<file path="config.mk">
export PLATFORM = sky130hd
export DESIGN_NAME = draw_pair_sched
export DESIGN_NICKNAME = d
export VERILOG_FILES = /design/src/rtl/draw_pkg.sv /design/src/rtl/rr_arb2.sv /design/src/rtl/draw_pair_sched.sv
export SDC_FILE = /design/constraint.sdc
export NUM_CORES = 1
export LEC_CHECK = 0
export CORE_MARGIN = 10
export CORE_UTILIZATION = 30
export CTS_BUF_LIST = sky130_fd_sc_hd__clkbuf_16
export DETAILED_ROUTE_END_ITERATION = 6
export GPL_ROUTABILITY_DRIVEN = 0
export SYNTH_ARGS = -nofsm -noshare
export SYNTH_HDL_FRONTEND = slang
export SYNTH_SLANG_ARGS = --single-unit
</file>
<file path="constraint.sdc">
create_clock -name clk -period 3.1 [get_ports clk]
set_clock_uncertainty 0.2 [all_clocks]
set_input_delay 0.62 -clock clk [delete_from_list [all_inputs] [get_ports clk]]
set_output_delay 0.62 -clock clk [all_outputs]
set_load 0.01 [all_outputs]
</file>
<file path="src/rtl/draw_pkg.sv">
// Shared defaults, FSM state encoding and job payload for the draw pair scheduler.
package draw_pkg;

    localparam int unsigned DEF_PAIR_W = 13;
    localparam int unsigned DEF_LEN_W  = 8;

    typedef enum logic [1:0] {
        IDLE = 2'd0,
        RUN  = 2'd1,
        DONE = 2'd2
    } state_e;

    // Job request payload at default widths: first pair index and pair count.
    typedef struct packed {
        logic [DEF_PAIR_W-1:0] base;
        logic [DEF_LEN_W-1:0]  len;
    } job_t;

endpackage

</file>
<file path="src/rtl/rr_arb2.sv">
// Two-way round-robin arbiter: combinational grant, registered last-grant record.
module rr_arb2 (
    input  logic clk,
    input  logic reset,
    input  logic req0,
    input  logic req1,
    input  logic take,
    output logic gnt0_c,
    output logic gnt1_c
);

    // 1 = requester 1 was granted last; reset value gives requester 0 priority
    logic last_q;

    // On contention the requester not granted last wins
    always_comb begin
        gnt0_c = req0 & (~req1 | last_q);
        gnt1_c = req1 & (~req0 | ~last_q);
    end

    // Remember the winner only when the grant is actually taken
    always_ff @(posedge clk or posedge reset) begin
        if (reset) begin
            last_q <= 1'b1;
        end else if (take && (gnt0_c || gnt1_c)) begin
            last_q <= gnt1_c;
        end
    end

endmodule

</file>
<file path="src/rtl/draw_pair_sched.sv">
// Two-requester pair-write scheduler: grants a job, emits even/odd address pairs
// under mem_ready backpressure, then pulses the owner's done.
// Optional feature macro: DRAW_SEQ_ABORT_EN adds an abort input that ends a
// running job early with a normal done pulse.
module draw_pair_sched
    import draw_pkg::*;
#(
    parameter int unsigned PAIR_W = DEF_PAIR_W,
    parameter int unsigned LEN_W  = DEF_LEN_W
) (
    input  logic              clk,
    input  logic              reset,
`ifdef DRAW_SEQ_ABORT_EN
    input  logic              abort,
`endif
    input  logic              req0,
    input  logic              req1,
    input  logic [PAIR_W-1:0] base0,
    input  logic [PAIR_W-1:0] base1,
    input  logic [LEN_W-1:0]  len0,
    input  logic [LEN_W-1:0]  len1,
    input  logic              mem_ready,
    output logic              ack0,
    output logic              ack1,
    output logic              done0,
    output logic              done1,
    output logic              wr_en,
    output logic [PAIR_W:0]   Q_a,
    output logic [PAIR_W:0]   Q_b,
    output logic              busy
);

    state_e              state_q;
    logic [PAIR_W-1:0]   base_q;
    logic [LEN_W-1:0]    len_q;
    logic [PAIR_W-1:0]   ptr_q;
    logic [PAIR_W-1:0]   qptr_q;
    logic [LEN_W-1:0]    rem_q;
    logic                owner_q;
    logic                ack0_q, ack1_q, done0_q, done1_q, wr_en_q, busy_q;

    logic                gnt0_c, gnt1_c, take_c, abort_c;
    logic [PAIR_W-1:0]   sel_base_c;
    logic [LEN_W-1:0]    sel_len_c;

`ifdef DRAW_SEQ_ABORT_EN
    assign abort_c = abort;
`else
    assign abort_c = 1'b0;
`endif

    // Arbitration only counts while the FSM can accept a job
    assign take_c = (state_q == IDLE);

    rr_arb2 u_arb (
        .clk    (clk),
        .reset  (reset),
        .req0   (req0),
        .req1   (req1),
        .take   (take_c),
        .gnt0_c (gnt0_c),
        .gnt1_c (gnt1_c)
    );

    assign sel_base_c = gnt1_c ? base1 : base0;
    assign sel_len_c  = gnt1_c ? len1  : len0;

    // Main FSM: grant in IDLE, stream pairs in RUN, pulse done out of DONE
    always_ff @(posedge clk or posedge reset) begin
        if (reset) begin
            state_q <= IDLE;
            base_q  <= '0;
            len_q   <= '0;
            ptr_q   <= '0;
            qptr_q  <= '0;
            rem_q   <= '0;
            owner_q <= 1'b0;
            ack0_q  <= 1'b0;
            ack1_q  <= 1'b0;
            done0_q <= 1'b0;
            done1_q <= 1'b0;
            wr_en_q <= 1'b0;
            busy_q  <= 1'b0;
        end else begin
            ack0_q  <= 1'b0;
            ack1_q  <= 1'b0;
            done0_q <= 1'b0;
            done1_q <= 1'b0;
            case (state_q)
                IDLE: begin
                    if (gnt0_c || gnt1_c) begin
                        ack0_q  <= gnt0_c;
                        ack1_q  <= gnt1_c;
                        owner_q <= gnt1_c;
                        base_q  <= sel_base_c;
                        len_q   <= sel_len_c;
                        busy_q  <= 1'b1;
                        state_q <= (sel_len_c == '0) ? DONE : RUN;
                    end
                end
                RUN: begin
                    if (!wr_en_q) begin
                        // Ack cycle: present the first pair from the next cycle on
                        wr_en_q <= 1'b1;
                        ptr_q   <= base_q;
                        qptr_q  <= base_q;
                        rem_q   <= len_q;
                    end else if (abort_c) begin
                        // A pair accepted alongside abort still counts as written
                        if (mem_ready) begin
                            ptr_q <= ptr_q + 1'b1;
                            rem_q <= rem_q - 1'b1;
                        end
                        wr_en_q <= 1'b0;
                        state_q <= DONE;
                    end else if (mem_ready) begin
                        ptr_q <= ptr_q + 1'b1;
                        rem_q <= rem_q - 1'b1;
                        if (rem_q == LEN_W'(1)) begin
                            // Last pair taken: addresses hold their final value
                            wr_en_q <= 1'b0;
                            state_q <= DONE;
                        end else begin
                            qptr_q <= ptr_q + 1'b1;
                        end
                    end
                end
                DONE: begin
                    done0_q <= ~owner_q;
                    done1_q <= owner_q;
                    busy_q  <= 1'b0;
                    state_q <= IDLE;
                end
                default: begin
                    wr_en_q <= 1'b0;
                    busy_q  <= 1'b0;
                    state_q <= IDLE;
                end
            endcase
        end
    end

    assign ack0  = ack0_q;
    assign ack1  = ack1_q;
    assign done0 = done0_q;
    assign done1 = done1_q;
    assign wr_en = wr_en_q;
    assign busy  = busy_q;
    assign Q_a   = {qptr_q, 1'b0};
    assign Q_b   = {qptr_q, 1'b1};

endmodule

</file>
==> results_dict.tcl, run 1 <==
set metrics [dict create \
    status "complete, no violations" \
    cts_max_level 3 \
    cp-start-kind "flop" \
    final.setup.tns_ns 0 \
    drt_iter0_markers 79 \
    preCtsSetupSlack_ns 0.432 \
    cts_resized 0 \
    placed_area_mm2 0.00423 \
    slew_violations 0 \
    finalWorstSetupSlack_ns 0.746 \
    critPathMaxStageDelay_ns 0.57 \
    holdWs_ns 0.235 \
    ios 81 \
    final-setup-viol-count 0 \
    ys.flop_type "dfrtp_1" \
    die_area_mm2 0.0160 \
    crit_chain "inv_1, ha_1, or4bb_1, o211ai_4, nor2_1, a22o_1" \
    fmax_mhz 425 \
    synth_area_leaders "dfrtp_1 (47%), mux2i_1 (7.9%), a21oi_1 (5.3%)" \
    num_vias 2792 \
    postCtsSetupRepairBufs 0 \
    nNetsFinal 472 \
    drtAntennaViolNets 0 \
    yosys.area.top_type "dfrtp_1" \
    tightest_slew_ns 0.653 \
    synth_nets 412 \
    grt_pass1_wl_um 14400 \
    antenna_found_initial 0 \
    place_hpwl_um 6370 \
    critPathSlowestCell "o211ai_4" \
    clk_latency_ns 0.34 \
    root_buffer "clkbuf_16" \
    place_inst 551 \
    cp_max_fo 26 \
    final_common_cell "clkdlybuf4s50_1" \
    hp-class "reg -> reg" \
    drt-vias-per-instance 4.92 \
    cp-end-kind "flop" \
    grt_pass1_vias 2877 \
    route.detailed.drc 0 \
    synth_cell_type_count 49 \
    required_ns 3.12 \
    num_rows 38 \
    cap_viol_max_count 0 \
    cts_max_path_buffers 2 \
    synth-seq-cells 65 \
    firstDrtPassIters 4 \
    ys_seq_area_share_pct 47.8 \
    most-common-layout-cells "clkdlybuf4s50_1 (78), dfrtp_1 (64), nor2_1 (42)" \
    synth_top_area_share_pct 47.0 \
    antennaDiodeCount 0 \
    async_flop_share_pct 100 \
    postCtsHoldBufs 0 \
    cts_tree "done" \
    io_buffers 78 \
    start_util_pct 31.0 \
    postSynthCellCount 362 \
    grt_overflow 0 \
    powerDensity_mw_per_mm2 1060 \
    core-area_mm2 0.0110 \
    period_share_pct 75.9 \
    rsz0062_at_grt "no" \
    grt_usage_pct 10.7 \
    slew-limit-headroom_pct 56.3 \
    synth_edf_count 0 \
    ir_worst_vdd_mv 0.339 \
    clkTransAtPathRegs_ns 0.06 \
    drive_above_1_share_pct 7.26 \
    path_class "reg -> reg" \
    finalCriticalPeriod_ns 2.35 \
    stdcell_count 567 \
    area_delta_synth_final_pct 32.8 \
    die_h_um 127 \
    syn_area_per_cell_um2 9.41 \
    crit_family "compound AO/OA/AOI/OAI gates" \
    routedWlPerCell_um 15.0 \
    reg2reg_slack_ns 0.75 \
    cts_made_buffers 9 \
    fin_area_mm2 0.00452 \
    dieWidth_um 127 \
    syn_area_mm2 0.00341 \
    routed_wl_um 8510 \
    yosysWarnings 0 \
    cts_sinks 65 \
    crit_buf_inv 1 \
    grt_max_degree 43 \
    arrival_ns 2.38 \
    p_leak_nw 1.87 \
    hold_violations 0 \
]
[flip-flops by register name, indices dropped and copies added (netlist names)]
register,count
ack0,1
ack1,1
base_q,13
busy,1
done0,1
done1,1
len_q,8
owner_q,1
ptr_q,13
qptr_q,13
rem_q,8
state_q,2
u_arb.last_q,1
wr_en,1
[report_power, final]
| part | switching [mW] | internal, mW |
|---|---|---|
| Sequential | 0.376 | 1.27 |
| Combinational | 1.10 | 1.02 |
| Clock | 0.388 | 0.620 |
| Total | 1.87 | 2.92 |
[per-stage QoR]
step                      utilization (%)  power (mW)
after CTS                            41.2        4.83
after global placement               38.5        3.74
after global routing                 41.2        5.19
after detailed placement             38.5        3.81
final                                41.2        4.78
after floorplan                         -        3.11
[synthesized netlist by cell type (3+ instances only)]
master	instances
a21oi_1	36
a31o_2	3
nor2_1	42
mux2i_1	27
buf_2	8
buf_4	15
inv_1	12
ha_1	3
o31ai_1	3
nand2_1	24
dfrtp_1	64
a22o_1	8
nand4_1	5
or3_1	5
nand2b_1	3
o22ai_1	7
nand3_1	11
clkbuf_1	10
and2_1	3
nor3_1	4
a31oi_1	3
o21ai_1	5
or4_1	3
nor4_1	5
o21ai_0	21
a21o_1	3
[metal layers]
metal | vias up | GRT usage [%] | wire, µm
met5 | - | 0 | 0
li1 | 1403 | - | -
met2 | 68 | 15.9 | 3830
met4 | 0 | 4.96 | 79
met3 | 4 | 3.33 | 534
met1 | 1317 | 13.9 | 4060
[kinds of logic (layout without fill, tap and decap cells)]
family / Yosys count / in the layout / synth area share [%]
XOR/XNOR: 3 / 3 / 0.772
buffers and inverters: 47 / 112 / 7.57
other: 2 / 2 / 0.221
AO/OA/AOI/OAI: 101 / 101 / 18.3
AND/OR/NAND/NOR: 114 / 114 / 16.3
multiplexers: 27 / 27 / 7.94
adder cells (fa/ha/maj): 3 / 3 / 1.10
flip-flops: 65 / 65 / 47.8
[area by class of cell]
| type | count | area, µm² |
|---|---|---|
| multi-input combinational | 250 | 1530 |
| clock buffer | 9 | 225 |
| sequential | 65 | 1630 |
| timing repair buffer | 84 | 851 |
| inverter | 12 | 45.0 |
| clock inverter | 7 | 70.1 |
| fill | 1099 | 6460 |
| tap | 140 | 175 |
[final timing paths]
kind / from / cells after the start / endpoint
worst max-delay path: rem_q[1]$_DFFE_PP0P_ / 6 / qptr_q[9]$_DFFE_PP0P_
worst min-delay path: owner_q$_DFFE_PP0P_ / 1 / done0$_DFF_PP0_
worst max register to register: rem_q[1]$_DFFE_PP0P_ / 6 / qptr_q[9]$_DFFE_PP0P_
worst min register to register: owner_q$_DFFE_PP0P_ / 1 / done0$_DFF_PP0_
max in group asynchronous: reset / 3 / rem_q[1]$_DFFE_PP0P_
min in group asynchronous: reset / 2 / base_q[7]$_DFFE_PP0P_
No activity file was read; power rests on OpenSTA's default activity.
==> run 2, diff against run 1 <==
clock period = 2 ns   (was 3.1 ns; I/O delays follow)
==> run 2 against run 1 <==
Setup slack worse by 0.74 ns; utilization is 3.1 points higher; clock power is 48% higher; sequential share of layout area is 2.5 points lower; final area is 7.6% higher; final cell count is 6.0% higher; routed wire length is 8.6% higher; critical path depth is 1 higher; power is 68% higher; via count is 5.9% higher; first-iteration DRC count is 57% higher; critical path type unchanged; largest cell class unchanged; largest power group unchanged.
==> results_dict.tcl, run 2 (synthesis gave the netlist of run 1 again) <==
set metrics [dict create \
    start_util_pct 31.0 \
    cp_max_fo 8 \
    fillCellCount 1083 \
    ir_worst_vdd_mv 0.578 \
    multi_input_area_mm2 0.00158 \
    postCtsHoldBufs 0 \
    grt_pass1_vias 3006 \
    clkTransAtPathRegs_ns 0.05 \
    slew_violations 0 \
    grt_usage_pct 11.7 \
    hold_violations 0 \
    place_hpwl_um 6930 \
    cap_viol_max_count 0 \
    status "complete, no violations" \
    cts_sinks 65 \
    crit_chain "inv_2, ha_4, or4bb_4, o211ai_4, buf_6, nand2_2, o21ai_1" \
    total_power_mw 8.03 \
    routed_wl_um 9240 \
    period_share_pct 99.9 \
    hp-class "in -> async" \
    fmax_mhz 501 \
    core-area_mm2 0.0110 \
    cp-start-kind "flop" \
    root_buffer "clkbuf_16" \
    p_leak_nw 2.07 \
    most-common-layout-cells "clkdlybuf4s50_1 (77), dfrtp_1 (64), nor2_1 (42)" \
    regArea_mm2 0.00163 \
    clk_latency_ns 0.33 \
    required_ns 2.05 \
    antennaDiodeCount 0 \
    cts_made_buffers 9 \
    cts_max_path_buffers 2 \
    num_rows 38 \
    drt-vias-per-instance 4.92 \
    grt_max_degree 35 \
    critPathMaxStageDelay_ns 0.47 \
    cts_tree "done" \
    final-setup-viol-count 0 \
    drive_above_1_share_pct 15.4 \
    area_delta_synth_final_pct 42.8 \
    final_common_cell "clkdlybuf4s50_1" \
    path_class "reg -> reg" \
    nNetsFinal 506 \
    drt_iter0_markers 124 \
    grt_overflow 0 \
    cts_max_level 3 \
    num_vias 2958 \
    cp-end-kind "flop" \
    fin_util_pct 44.3 \
    rsz0062_at_grt "yes" \
    arrival_ns 2.04 \
    routedWlPerCell_um 15.4 \
    grt_pass1_wl_um 15500 \
    finalCriticalPeriod_ns 2.00 \
    powerDensity_mw_per_mm2 1650 \
    die_h_um 127 \
    io_buffers 78 \
    drtAntennaViolNets 0 \
    ios 81 \
    critPathSlowestCell "or4bb_4" \
    route.detailed.drc 0 \
    reg_top3 "base_q x13, ptr_q x13, qptr_q x13" \
    slew-limit-headroom_pct 67.2 \
    dieWidth_um 127 \
    die_area_mm2 0.0160 \
    firstDrtPassIters 5 \
    tightest_slew_ns 0.487 \
    antenna_found_initial 0 \
]
==> run 2: what timing repair did <==
item,in CTS,in global routing
gates cloned,1,0
pin swaps,2,6
hold endpoints to repair,0,0
resized for setup,7,13
buffers inserted,0,1
endpoints found under the setup margin,16,17
==> run 2: stage by stage <==
step	hold slack, ns	setup WS [ns]	cells	instance area (µm²)	setup TNS, ns
floorplan	0.208	0.0589	362	3410	0
global placement	0.216	-0.153	583	4510	-0.393
detailed placement	0.222	-0.199	583	4510	-0.893
CTS	0.222	0.0000200	600	4810	0
global route	0.233	-0.0767	601	4860	-0.501
finish	0.211	0.00295	601	4860	0
==> run 2: path summary, 6_finish.rpt <==
path	start	end	slack (ns)	cells past startpoint
setup / recovery	rem_q[1]$_DFFE_PP0P_	qptr_q[3]$_DFFE_PP0P_	0.003	7
hold / removal	reset	rem_q[7]$_DFFE_PP0P_	0.21	2
setup reg to reg	rem_q[1]$_DFFE_PP0P_	qptr_q[3]$_DFFE_PP0P_	0.003	7
hold reg to reg	owner_q$_DFFE_PP0P_	done0$_DFF_PP0_	0.23	1
max in group asynchronous	reset	u_arb.last_q$_DFFE_PP1P_	0.88	3
min in group clk	owner_q$_DFFE_PP0P_	done0$_DFF_PP0_	0.23	1
==> run 2: area by class of cell <==
class                   count  area share, %
clock inverters             7           1.11
repair buffers            118           23.8
multi-input cells         250           32.4
flip-flops and latches     65           33.5
inverters                  12           1.00
well taps                 140           3.60
clock buffers               9           4.63
==> run 2: routing by layer <==
layer | GRT usage, % | vias up | routed length (µm)
li1 | - | 1472 | -
met1 | 15.5 | 1396 | 4330
met2 | 17.4 | 78 | 4180
met3 | 3.62 | 12 | 577
met4 | 4.49 | 0 | 151
met5 | 0 | - | 0
==> run 2: worst max-delay path: cells and delay by family (launching register included) <==
| kind | cells | cell delay [ns] |
|---|---|---|
| buffers and inverters | 2 | 0.27 |
| adder cells (fa/ha/maj) | 1 | 0.12 |
| AND/OR/NAND/NOR | 2 | 0.52 |
| flip-flops | 1 | 0.39 |
| AO/OA/AOI/OAI | 2 | 0.41 |
==> run 2: where the power goes <==
group | switching (mW) | internal [mW] | leakage (nW) | total (mW)
registers | 0.528 | 1.97 | 0.762 | 2.50
clock network | 0.552 | 0.939 | 0.144 | 1.49
logic | 2.00 | 2.04 | 1.16 | 4.04
total | 3.08 | 4.96 | 2.07 | 8.03
